===== src/rtl/mem_access_ctrl.sv =====
// Byte/half/word/dword load-store engine: aligns requests onto a DATA_W memory bus,
// optionally splitting lane-crossing accesses in two beats (macro MEM_ACCESS_SPLIT_EN).
module mem_access_ctrl #(
  parameter int DATA_W = 32,
  parameter int BE_W   = DATA_W / 8
) (
  input  logic              clk,
  input  logic              reset_n,
  input  logic              start,
  input  logic              is_load,
  input  logic [1:0]        size,
  input  logic              sign_ext,
  input  logic [31:0]       addr,
  input  logic [DATA_W-1:0] wdata,
  output logic              mem_req,
  output logic              mem_we,
  output logic [31:0]       mem_addr,
  output logic [BE_W-1:0]   mem_be,
  output logic [DATA_W-1:0] mem_wdata,
  input  logic [DATA_W-1:0] mem_rdata,
  input  logic              mem_ack,
  output logic              busy,
  output logic              done,
  output logic [DATA_W-1:0] rdata,
  output logic              err
);

  localparam int OB = $clog2(BE_W);
  localparam bit NO_DWORD = (DATA_W == 32);
`ifdef MEM_ACCESS_SPLIT_EN
  localparam bit SPLIT = 1'b1;
`else
  localparam bit SPLIT = 1'b0;
`endif

  // Memory handshake: mem_req is the valid, mem_ack the ready. A beat transfers on a
  // cycle with mem_req && mem_ack; mem_addr/mem_be/mem_we/mem_wdata hold until then.
  typedef enum logic [1:0] {IDLE, BEAT0, BEAT1, FIN} state_t;
  state_t state, state_nxt;

  logic              is_load_q;
  logic              sign_ext_q;
  logic [1:0]        size_q;
  logic [31:0]       addr_q;
  logic [DATA_W-1:0] wdata_q;
  logic [DATA_W-1:0] raw_q;

  logic [OB-1:0]     off;
  logic [BE_W-1:0]   nmask;
  logic [2*BE_W-1:0] span;
  logic [BE_W-1:0]   be0, be1;
  logic              crossing, illegal;
  logic              beat_fire, last_fire;
  logic [DATA_W-1:0] lane_bits, merged, load_result;

  function automatic logic [DATA_W-1:0] lanes_to_bits(input logic [BE_W-1:0] be);
    logic [DATA_W-1:0] m;
    for (int i = 0; i < BE_W; i++) m[8*i +: 8] = {8{be[i]}};
    return m;
  endfunction

  function automatic logic [DATA_W-1:0] rot_left_bytes(input logic [DATA_W-1:0] din,
                                                       input logic [OB-1:0] sh);
    logic [DATA_W-1:0] r;
    for (int i = 0; i < BE_W; i++) r[8*((i + int'(sh)) % BE_W) +: 8] = din[8*i +: 8];
    return r;
  endfunction

  function automatic logic [DATA_W-1:0] rot_right_bytes(input logic [DATA_W-1:0] din,
                                                        input logic [OB-1:0] sh);
    logic [DATA_W-1:0] r;
    for (int i = 0; i < BE_W; i++) r[8*i +: 8] = din[8*((i + int'(sh)) % BE_W) +: 8];
    return r;
  endfunction

  assign off = addr_q[OB-1:0];

  always_comb begin
    nmask = '0;
    for (int i = 0; i < BE_W; i++) nmask[i] = (i < (1 << size_q));
  end

  // Lanes of the whole access laid over two consecutive bus words.
  assign span     = {{BE_W{1'b0}}, nmask} << off;
  assign be0      = span[BE_W-1:0];
  assign be1      = span[2*BE_W-1:BE_W];
  assign crossing = |be1;
  assign illegal  = (NO_DWORD && size_q == 2'b11) || (crossing && !SPLIT);

  always_comb begin
    mem_req = 1'b0;
    mem_be  = '0;
    if (state == BEAT0 && !illegal) begin
      mem_req = 1'b1;
      mem_be  = be0;
    end else if (state == BEAT1) begin
      mem_req = 1'b1;
      mem_be  = be1;
    end
  end

  assign mem_we    = mem_req && !is_load_q;
  assign mem_addr  = {addr_q[31:OB], {OB{1'b0}}} + ((state == BEAT1) ? 32'(BE_W) : 32'd0);
  assign lane_bits = lanes_to_bits(mem_be);
  assign mem_wdata = rot_left_bytes(wdata_q, off) & lane_bits;

  assign busy = (state == BEAT0) || (state == BEAT1);
  assign done = (state == FIN);
  assign err  = (state == FIN) && illegal;

  assign beat_fire = mem_req && mem_ack;
  assign last_fire = beat_fire && (state == BEAT1 || !crossing);
  assign merged    = (raw_q & ~lane_bits) | (mem_rdata & lane_bits);

  // Bring the captured lanes back to bit 0, then zero- or sign-fill above the access.
  always_comb begin
    logic [DATA_W-1:0] aligned;
    logic [DATA_W-1:0] keep;
    logic              sbit;
    aligned = rot_right_bytes(merged, off);
    keep    = lanes_to_bits(nmask);
    case (size_q)
      2'b00:   sbit = aligned[7];
      2'b01:   sbit = aligned[15];
      2'b10:   sbit = aligned[31];
      default: sbit = aligned[DATA_W-1];
    endcase
    load_result = (aligned & keep) | ({DATA_W{sign_ext_q & sbit}} & ~keep);
  end

  always_comb begin
    state_nxt = state;
    case (state)
      IDLE:  if (start) state_nxt = BEAT0;
      BEAT0: begin
        if (illegal) begin
          state_nxt = FIN;
        end else if (mem_ack) begin
`ifdef MEM_ACCESS_SPLIT_EN
          state_nxt = crossing ? BEAT1 : FIN;
`else
          state_nxt = FIN;
`endif
        end
      end
`ifdef MEM_ACCESS_SPLIT_EN
      BEAT1: if (mem_ack) state_nxt = FIN;
`endif
      FIN:     state_nxt = IDLE;
      default: state_nxt = IDLE;
    endcase
  end

  always_ff @(posedge clk) begin
    if (!reset_n) begin
      state      <= IDLE;
      is_load_q  <= 1'b0;
      sign_ext_q <= 1'b0;
      size_q     <= 2'b00;
      addr_q     <= '0;
      wdata_q    <= '0;
      raw_q      <= '0;
      rdata      <= '0;
    end else begin
      state <= state_nxt;
      if (state == IDLE && start) begin
        is_load_q  <= is_load;
        sign_ext_q <= sign_ext;
        size_q     <= size;
        addr_q     <= addr;
        wdata_q    <= wdata;
      end
      if (beat_fire) raw_q <= merged;
      if (last_fire && is_load_q) rdata <= load_result;
    end
  end

endmodule


===== config.mk =====
export PLATFORM = sky130hd
export DESIGN_NAME = mem_access_ctrl
export DESIGN_NICKNAME = d
export VERILOG_FILES = /design/src/rtl/mem_access_ctrl.sv
export SDC_FILE = /design/constraint.sdc
export NUM_CORES = 1
export LEC_CHECK = 0
export CORE_UTILIZATION = 46
export DETAILED_ROUTE_END_ITERATION = 12
export GPL_TIMING_DRIVEN = 1
export PLACE_DENSITY = 0.78
export REMOVE_ABC_BUFFERS = 1
export SLEW_MARGIN = 20
export SYNTH_ARGS = -nofsm -noshare
export SYNTH_HDL_FRONTEND = slang
export SYNTH_SLANG_ARGS = --single-unit

===== constraint.sdc =====
create_clock -name clk -period 3.4 [get_ports clk]
set_input_delay 0.34 -clock clk [delete_from_list [all_inputs] [get_ports clk]]
set_output_delay 0.34 -clock clk [all_outputs]
set_load 0.01 [all_outputs]

**After elaboration in Yosys (flattened, before gate mapping)**

Cells that the tools add are included.

- Word-level logic and storage cells: 88
- Bits in registers: 134
- Output and inout port bits: 105
- Bits of input ports: 104

- Reduce and logical (&&, ||, !) cells: 20
- $add $sub $neg: 8
- Mux-type cells: 14
- Shift operators: 14
- Equal/unequal tests: 7
- Bitwise gates (word level): 13
- $lt $le $gt $ge: 4

Operators by type and width:

| operator | number |
|---|---|
| 32-bit AND | 5 |
| 8-bit by 33-bit variable shift with 32-bit output, first input constant | 4 |
| 8-bit by 33-bit indexed part select with 32-bit output | 4 |
| 32-bit bitwise mux | 4 |
| 32-bit by 6-bit indexed part select with 8-bit output | 4 |
| 6-bit negator with 33-bit output | 3 |
| 3-bit by 32-bit < comparator with 1-bit output, first input constant | 2 |
| 32-bit inverter | 2 |
| 32-bit OR | 2 |
| 5-bit negator with 33-bit output | 1 |
| 32-bit by 3-bit adder with 32-bit output | 1 |
| 1-bit by 32-bit < comparator with 1-bit output, first input constant | 1 |
| 2-bit by 32-bit < comparator with 1-bit output, first input constant | 1 |
| 1-bit by 2-bit << shifter with 32-bit output, first input constant | 1 |
| 4-bit two-way mux | 2 |
| 4-bit by 2-bit << shifter with 8-bit output | 1 |
| 1-bit logical AND | 7 |
| 2-bit equality test, second input constant | 3 |
| 2-bit two-way mux | 3 |
| 2-bit OR reduction | 3 |
| 2-bit adder, first input constant | 2 |
| 2-bit by 1-bit equality test with 1-bit output, second input constant | 2 |
| 2-bit logical NOT | 2 |
| 2-bit one-hot mux with 2 select lines | 1 |
| other kinds (12) | 19 |

**Longest topological paths before layout**

Gate-level depths: netlist of run 1.

- Word-level depth: 16
- Gate-level depth with buffers: 15
- Mapped depth without buffers: 10

**Least setup slack after synthesis of run 1**

Ideal clock, no wire load.

- Kind: register -> register
- Start: register addr_q[0]
- End: register rdata[21]
- Arrival time: 3519 ps
- Stages on the path, launching flop included: 16
- Library setup time: 127 ps
- Buffers on the path: 7
- Setup slack: -246 ps
- Data required time: 3273 ps
- Period minus slack after synthesis: 3646 ps
- Path through: dfxtp_1 buf_2 buf_2 clkbuf_1 inv_1 clkbuf_1 clkbuf_1 ha_1 clkbuf_1 a21boi_0 o21a_1 o21ai_0 a21boi_0 o311ai_4 buf_4 a31oi_2

- Cells in the longest elaborated chain, start to end: 14
- Elaborated cells between the ends (all ways): 35
- Classes of those cells: add/sub (3); shift (5); mux (4); bitwise (11); reduce/logical (12)

Ends and longest elaborated chain:

| item | RTL line | source |
|---|---|---|
| from (decl) | 44 | `logic [31:0] addr_q;` |
| from (signal assigned) | 170 | `addr_q <= addr;` |
| 4-bit by 2-bit << shifter with 8-bit output | 84 | `assign span = {{BE_W{1'b0}}, nmask} << off;` |
| 4-bit OR reduction | 87 | `assign crossing = \|be1;` |
| 1-bit logical OR | 88 | `assign illegal = (NO_DWORD && size_q == 2'b11) \|\| (crossing && !SPLIT);` |
| 1-bit logical NOT | 93 | `if (state == BEAT0 && !illegal) begin` |
| 1-bit logical AND | 93 |  |
| 4-bit two-way mux | 93 |  |
| 32-bit inverter | 113 | `assign merged = (raw_q & ~lane_bits) \| (mem_rdata & lane_bits);` |
| 32-bit AND | 113 |  |
| 32-bit OR | 113 |  |
| 32-bit by 6-bit indexed part select with 8-bit output | 72 | `for (int i = 0; i < BE_W; i++) r[8*i +: 8] = din[8*((i + int'(sh)) % BE_W) +: 8];` |
| 1-bit one-hot mux with 2 select lines | 122 | `case (size_q)` |
| 1-bit AND | 128 | `load_result = (aligned & keep) \| ({DATA_W{sign_ext_q & sbit}} & ~keep);` |
| 32-bit AND | 128 |  |
| 32-bit OR | 128 |  |
| to (signal assigned) | 174 | `if (last_fire && is_load_q) rdata <= load_result;` |
| to (decl) | 24 | `output logic [DATA_W-1:0] rdata,` |

Parallel ways exist; a longest one is shown, timed or not.
A chain may end at the register's enable or synchronous reset.

**Worst setup path in the final report of run 1**

- Start: register addr_q[0]
- End: output port mem_wdata[30]

- Cells in the longest elaborated chain, start to end: 9
- Elaborated cells between the ends (all ways): 33
- Classes of those cells: add/sub (7); shift (9); mux (6); bitwise (4); reduce/logical (7)

Ends and longest elaborated chain:

| item | RTL line | source |
|---|---|---|
| 1-bit by 2-bit adder with 2-bit output | 65 | `for (int i = 0; i < BE_W; i++) r[8*((i + int'(sh)) % BE_W) +: 8] = din[8*i +: 8];` |
| 2-bit OR reduction (no line) | n/a |  |
| 1-bit AND (no line) | n/a |  |
| 6-bit negator with 33-bit output | 65 |  |
| 8-bit by 33-bit indexed part select with 32-bit output / 8-bit by 33-bit variable shift with 32-bit output (equally long branches) | 65 |  |
| 32-bit bitwise mux (3 in a row) | 65 |  |
| 32-bit AND (*) | 105 | `assign mem_wdata = rot_left_bytes(wdata_q, off) & lane_bits;` |
| to (decl) | 19 | `output logic [DATA_W-1:0] mem_wdata,` |

Every way passes the cells marked *; elsewhere a longest branch is shown, timed or not.

==> metrics.yaml, run 1 <==
grt_max_degree: 67
drt_pre_antenna_iters: 7
grt_most_used_layer: "met2"
power.switching_fraction_pct: 38.8
ctsLongestPathBuffers: 2
mostFrequentLayoutCells: "nand2_1, clkdlybuf4s50_1, dfxtp_1"
syn-mean-instance-area_um2: 7.28
minimum_period_implied_by_the_final_worst_setup_slack_ps: 3330
summed_instance_area_of_the_synthesized_netlist_um2: 8500
switching_power_mw: 2.73
worst_clock_skew_ps: 10.6
edff_count_synth: 0
post_route_cells_drive_above_1_share_pct: 10.8
final-hold-violation-count: 0
place.port_buffers: 206
maxSlewViolCount: 0
starting_density_of_the_core_pct: 47.2
most_numerous_cell_on_the_critical_path: "buf_4"
globalRouteMet3Util_pct: 9.39
hpwlAfterDp_um: 20900
slowest_stage: "clkdlybuf4s50_1"
max-slew-margin-rel_pct: 46.9
power_leakage_nw: 4.42
cts_clock_pin_slew_for_the_worst_setup_and_hold_paths_ps: 60
gr-usage-all-layers_pct: 31.4
cts.htree.levels: 4
ys.warnings.count: 0
layout-area-overhead-vs-synth_pct: 38.5
ys_dominant_reg_cell: "dfxtp_1"
stdcell_count: 1598
grt_setup_unrepaired: "false"
worst_slack_ps: 67.9
final.hold.worst_slack_ps: 440
insertion_delay_ps: 440
cp_cell_sequence: "inv_1 -> buf_4 -> ha_1 -> buf_4 -> and3b_2 -> a22oi_1 -> o32ai_1 -> nand2b_1 -> a21oi_1 -> clkdlybuf4s50_1"
placeableCoreArea_um2: 18000
finalPower_mw: 7.02
synth-seq-cells: 134
grtUsageMet2_pct: 49.6
globalRoute.totalOverflow: 0
comb_power_share_pct: 41.9
final_nets: 1474
die_x_um: 138
drv.max_cap_violation_count: 0
timing.fmax_mhz: 300
syn_inst: 1168
total_power_divided_by_cell_area_nw_per_um2: 596
drt.antenna.violating_nets: 0
ioPinCount: 209
setup_slack_placement_ps: 198
cts_tree: "built"
holdCritPathClass: "in -> reg"
insertedDiodeCount: 0
cp_data_required_time_ps: 3060
pwr-share-seq_pct: 29.0
run_status: "complete, no violations"
ir_drop_mv: 0.422
worstSetupStartpointType: "flip-flop"
grt_first_pass_wirelength_um: 46100
dieHeight_um: 138
hold_buffers: 0
post-route-period-util_pct: 98.0
synthDistinctLibCells: 56
routabilityCongestion: 0.946
cts_buf_count: 17
crit_path_max_fanout: 14
route.detailed.wl_per_inst_um: 18.8
grt_pass1_vias: 9109
mostFrequentLayoutCell: "nand2_1"
cts_root_buffer: "clkbuf_16"
crit_type: "reg -> out"
synth.yosys.seq_area_share_pct: 31.6
numPlacedInstances: 1565
remaining_drc_errors: 0
power_frac_clock_pct: 29.1
final-setup-viol-count: 0
initialDrtViolationCount: 1040
int_power_mw: 4.29
max_stage_delay_ps: 570
met1_usage_pct: 39.7
drt-total-wl_um: 30000
clkSinkCount: 134
synth-async-reset-ratio_pct: 0
setup_crit_end_kind: "primary output"
grt_antenna_before_repair: 0
num_rows: 49
timing.critical_path.arrival_ps: 2990
post_drt_via_cell_ratio: 6.10
worst_pin_slew_ps: 794
dieArea_um2: 19000
via_count: 9752
[critical path, delay by kind of cell (launching register included)]
family | cells | cell delay [ps]
AND/OR/NAND/NOR | 2 | 460
AO/OA/AOI/OAI | 3 | 460
adder cells (fa/ha/maj) | 1 | 220
flip-flops | 1 | 350
buffers and inverters | 4 | 1060
[metal layers]
metal	wire length, µm	vias to the layer above
li1	-	4612
met1	12300	4460
met2	13500	583
met3	3350	97
met4	929	0
met5	0	-
[metrics by stage]
stage	util (%)	setup TNS [ps]	cell area [µm²]
after floorplan	-	-134710	8090
after global placement	60.6	0	10900
after detailed placement	60.6	0	10900
after global routing	65.3	0	11800
after CTS	64.4	0	11600
final	65.3	0	11800
[cell type report]
type	instances	area [µm²]
fillers	1505	6250
multi-input cells	903	5440
flip-flops and latches	134	2680
repair buffers	268	2600
clock buffers	21	470
well taps	229	287
clock inverters	11	170
inverters	32	120
[cell usage after synthesis (8+ instances only)]
cell type | number | area, µm²
nand2_1 | 220 | 826
dfxtp_1 | 134 | 2680
nand3_1 | 97 | 485
a21oi_1 | 94 | 470
clkbuf_1 | 76 | 285
nor2_1 | 72 | 270
o21ai_0 | 59 | 295
a31oi_1 | 45 | 282
a211oi_1 | 40 | 300
nor2b_1 | 33 | 206
inv_1 | 28 | 105
a221oi_1 | 27 | 236
a22oi_1 | 24 | 180
xnor2_1 | 21 | 184
a311oi_1 | 17 | 149
a32oi_1 | 17 | 149
mux2i_1 | 17 | 170
ha_1 | 14 | 175
a31oi_2 | 11 | 138
buf_1 | 10 | 37.5
nand4_1 | 10 | 62.6
buf_2 | 9 | 45.0
and2_1 | 8 | 50.1
nand2b_1 | 8 | 50.1
nand3b_1 | 8 | 60.1
o32ai_1 | 8 | 70.1
xor2_1 | 8 | 70.1
[timing repair]
item                                    4_1_cts  5_1_grt
resized for setup                            14       43
setup buffers                                 0        1
gates cloned                                  0        0
pin swaps                                     0        5
endpoints found under the setup margin       25       42
[worst paths after layout]
check | start | to | slack (ps) | depth (start not counted)
hold / removal | wdata[17] | wdata_q[17]$_SDFFE_PN0P_ | 440 | 3
hold reg to reg | raw_q[17]$_SDFFE_PN0P_ | raw_q[17]$_SDFFE_PN0P_ | 460 | 2
setup / recovery | addr_q[0]$_SDFFE_PN0P_ | mem_wdata[30] | 70 | 10
setup reg to reg | size_q[1]$_SDFFE_PN0P_ | rdata[22]$_SDFFE_PN0P_ | 460 | 8
[registers in the layout, summed over array words and instances (netlist names)]
| register | cells |
|---|---|
| size_q | 2 |
| sign_ext_q | 1 |
| wdata_q | 32 |
| addr_q | 32 |
| rdata | 32 |
| is_load_q | 1 |
| state | 2 |
| raw_q | 32 |
[logic make-up (layout without fill, tap and decap cells)]
logic type,count (synthesis),after routing,share of synthesized area (%)
AO/OA/AOI/OAI,363,363,29.3
other,1,2,0.0441
AND/OR/NAND/NOR,477,477,25.6
buffers and inverters,132,332,6.27
multiplexers,18,18,2.16
adder cells (fa/ha/maj),14,14,2.06
flip-flops,134,134,31.6
XOR/XNOR,29,29,2.99
[power by group through the flow]
stage	sequential (mW)	clock (mW)	combinational (mW)
2_1_floorplan	2.05	0	1.68
3_3_place_gp	2.05	0	2.78
3_5_place_dp	2.06	0	2.81
4_1_cts	2.03	2.04	2.84
5_1_grt	2.06	2.12	3.18
6_report	2.03	2.04	2.94
No activity file was read; power rests on OpenSTA's default activity.
==> run 2: changes to the inputs <==
--- a/config.mk
+++ b/config.mk
@@ -5,10 +5,11 @@
 export SDC_FILE = /design/constraint.sdc
 export NUM_CORES = 1
 export LEC_CHECK = 0
-export CORE_UTILIZATION = 46
+export CELL_PAD_IN_SITES_DETAIL_PLACEMENT = 0
+export CELL_PAD_IN_SITES_GLOBAL_PLACEMENT = 1
+export CORE_UTILIZATION = 32
 export DETAILED_ROUTE_END_ITERATION = 12
-export GPL_TIMING_DRIVEN = 1
-export PLACE_DENSITY = 0.78
+export PLACE_DENSITY_LB_ADDON = 0.1
 export REMOVE_ABC_BUFFERS = 1
 export SLEW_MARGIN = 20
 export SYNTH_ARGS = -nofsm -noshare
==> run 2 against run 1 <==
  * Fmax grew 1.7%
  * Flip-flop and latch count is the same
  * Clock skew grew 3.9 ps
  * Register-to-register slack lost 110 ps
  * Critical path type unchanged
  * Highest routed layer is now met5
==> metrics.yaml, run 2 (synthesis results as in run 1) <==
crit_path_max_fanout: 26  # +12
post_drt_via_cell_ratio: 5.46  # -11%
hold_path.startpoint: "addr[6]"
whs_path_depth: 3  # unchanged
setup_crit_end_kind: "primary output"
cts_buf_count: 17  # unchanged
drv.max_cap_violation_count: 0  # unchanged
cts_clock_pin_slew_for_the_worst_setup_and_hold_paths_ps: 70  # about the same
drt-total-wl_um: 32800  # +9.4%
numPlacedInstances: 1680  # +7.3%
finalCoreUtilization_pct: 45.7  # -20 points
clkSinkCount: 134  # unchanged
run_status: "complete, no violations"
num_rows: 59  # +20%
hold_buffers: 0  # unchanged
ctsLongestPathBuffers: 2  # unchanged
post-route-period-util_pct: 96.3  # -1.7 points
globalRoute.totalOverflow: 0  # unchanged
placeableCoreArea_um2: 26100  # +45%
cp_data_required_time_ps: 3060  # about the same
remaining_drc_errors: 0  # unchanged
layout-area-overhead-vs-synth_pct: 40.0
gr-usage-all-layers_pct: 24.2  # -7.2 points
worst_pin_slew_ps: 930  # +137 ps
drt.antenna.violating_nets: 0  # unchanged
grt_pass1_vias: 8863  # -2.7%
cts_tree: "built"
insertion_delay_ps: 430  # about the same
final-hold-violation-count: 0  # unchanged
worst_clock_skew_ps: 14.5  # +3.93 ps
worstReg2RegStart: "state[0]$_SDFFE_PN0P_"
final.hold.worst_slack_ps: 451  # +10.6 ps
fin_tns_setup_ps: 0  # unchanged
grt_max_degree: 69  # +3.0%
maxSlewViolCount: 0  # unchanged
cts_root_buffer: "clkbuf_16"
ioPinCount: 209  # unchanged
total_power_divided_by_cell_area_nw_per_um2: 572  # -4.1%
holdCritPathClass: "in -> reg"
mostFrequentLayoutCells: "nand2_1, clkdlybuf4s50_1, dfxtp_1"
worstSetupStartpointType: "flip-flop"
rr_endpoint: "rdata[9]$_SDFFE_PN0P_"
hold_end: "addr_q[6]$_SDFFE_PN0P_"
starting_density_of_the_core_pct: 32.6  # -15 points
place.port_buffers: 206  # unchanged
cts.htree.levels: 4  # unchanged
final-setup-viol-count: 0  # unchanged
stdcell_count: 1714  # +7.3%
grt_first_pass_wirelength_um: 50100  # +8.6%
routabilityCongestion: 0.865  # -8.5%
die_x_um: 165  # +20%
insertedDiodeCount: 0  # unchanged
minimum_period_implied_by_the_final_worst_setup_slack_ps: 3280  # -56.7 ps
post_route_cells_drive_above_1_share_pct: 11.3  # +0.50 points
timing.fmax_mhz: 305  # +1.7%
dieArea_um2: 27200  # +43%
route.detailed.wl_per_inst_um: 19.2  # +2.0%
mostFrequentLayoutCell: "nand2_1"
drt_pre_antenna_iters: 5  # -2
grt_antenna_before_repair: 2  # +2
ir_drop_mv: 0.317  # -25%
hpwlAfterDp_um: 22400  # +7.5%
via_count: 9360  # -4.0%
timing.critical_path.arrival_ps: 2940  # -50 ps
power_leakage_nw: 4.26  # -3.5%
dieHeight_um: 165  # +20%
crit_type: "reg -> out"
rr_worst_depth: 11  # +3
final_nets: 1484  # +0.68%
max-slew-margin-rel_pct: 37.7  # -9.1 points
initialDrtViolationCount: 563  # -46%
rrSetupSlack_ps: 350  # -110 ps
-- run 2: cell types whose count changed in the layout (fill, tap and decap cells not counted), sizes merged --
cell and delta:
buf +10, bufinv -4, clkbuf -3, clkdlybuf4s50 +8, clkinv +3, clkinvlp +1, dlygate4sd2 +2, dlymetal6s2s -10
inv +3
-- run 2: metrics by stage --
step	power (mW)	setup slack, ps	area, µm²
after floorplan	3.73	-1900	8090
after global placement	5.00	191	11200
after detailed placement	5.00	160	11200
after CTS	6.82	-2.32	11800
after global routing	7.24	-8.28	11900
final	6.81	125	11900
-- run 2: critical path, cell delays in order (launching register included) --
cell	delay, ps
dfxtp_1	320
buf_4	210
ha_1	220
buf_4	230
and3b_2	370
buf_4	140
a22oi_1	70
o32ai_1	130
nand2b_1	90
a21oi_1	170
clkdlybuf4s50_1	560
-- run 2: layout make-up --
type | count | area (µm²)
clock inverter | 14 | 116
multi-input combinational | 903 | 5430
timing repair buffer | 278 | 2690
fill | 2685 | 14200
sequential | 134 | 2680
tap | 335 | 419
clock buffer | 18 | 439
inverter | 32 | 121
-- run 2: worst max path at each step --
stage | start | endpoint | slack, ps
floorplan | addr_q[0]$_SDFFE_PN0P_ | mem_wdata[10] | -1900
global placement | state[0]$_SDFFE_PN0P_ | mem_addr[31] | 190
CTS | addr_q[1]$_SDFFE_PN0P_ | mem_wdata[9] | -2
global route | addr_q[1]$_SDFFE_PN0P_ | mem_wdata[29] | -8
detailed placement | state[0]$_SDFFE_PN0P_ | mem_addr[31] | 160
finish | addr_q[1]$_SDFFE_PN0P_ | mem_wdata[24] | 120
-- run 2: power by group --
part | total [mW] | internal [mW] | switching, mW | leakage (nW)
logic | 3.00 | 1.20 | 1.79 | 2.91
clock network | 1.78 | 0.970 | 0.811 | 0.262
registers | 2.03 | 1.83 | 0.202 | 1.09
total | 6.81 | 4.00 | 2.81 | 4.26
-- run 2: routing by layer --
layer  vias up  wire length (µm)  GRT usage [%]
met3        36              2560           6.81
met2       301             14300           36.9
met4         2               548           6.21
met1      4383             15400           33.2
li1       4638                 -              -
met5         -                17              0
-- run 2: what timing repair did --
item / in CTS / in global routing
pin swaps: 0 / 7
buffers inserted: 0 / 2
setup endpoints to repair: 32 / 41
resized for setup: 20 / 26
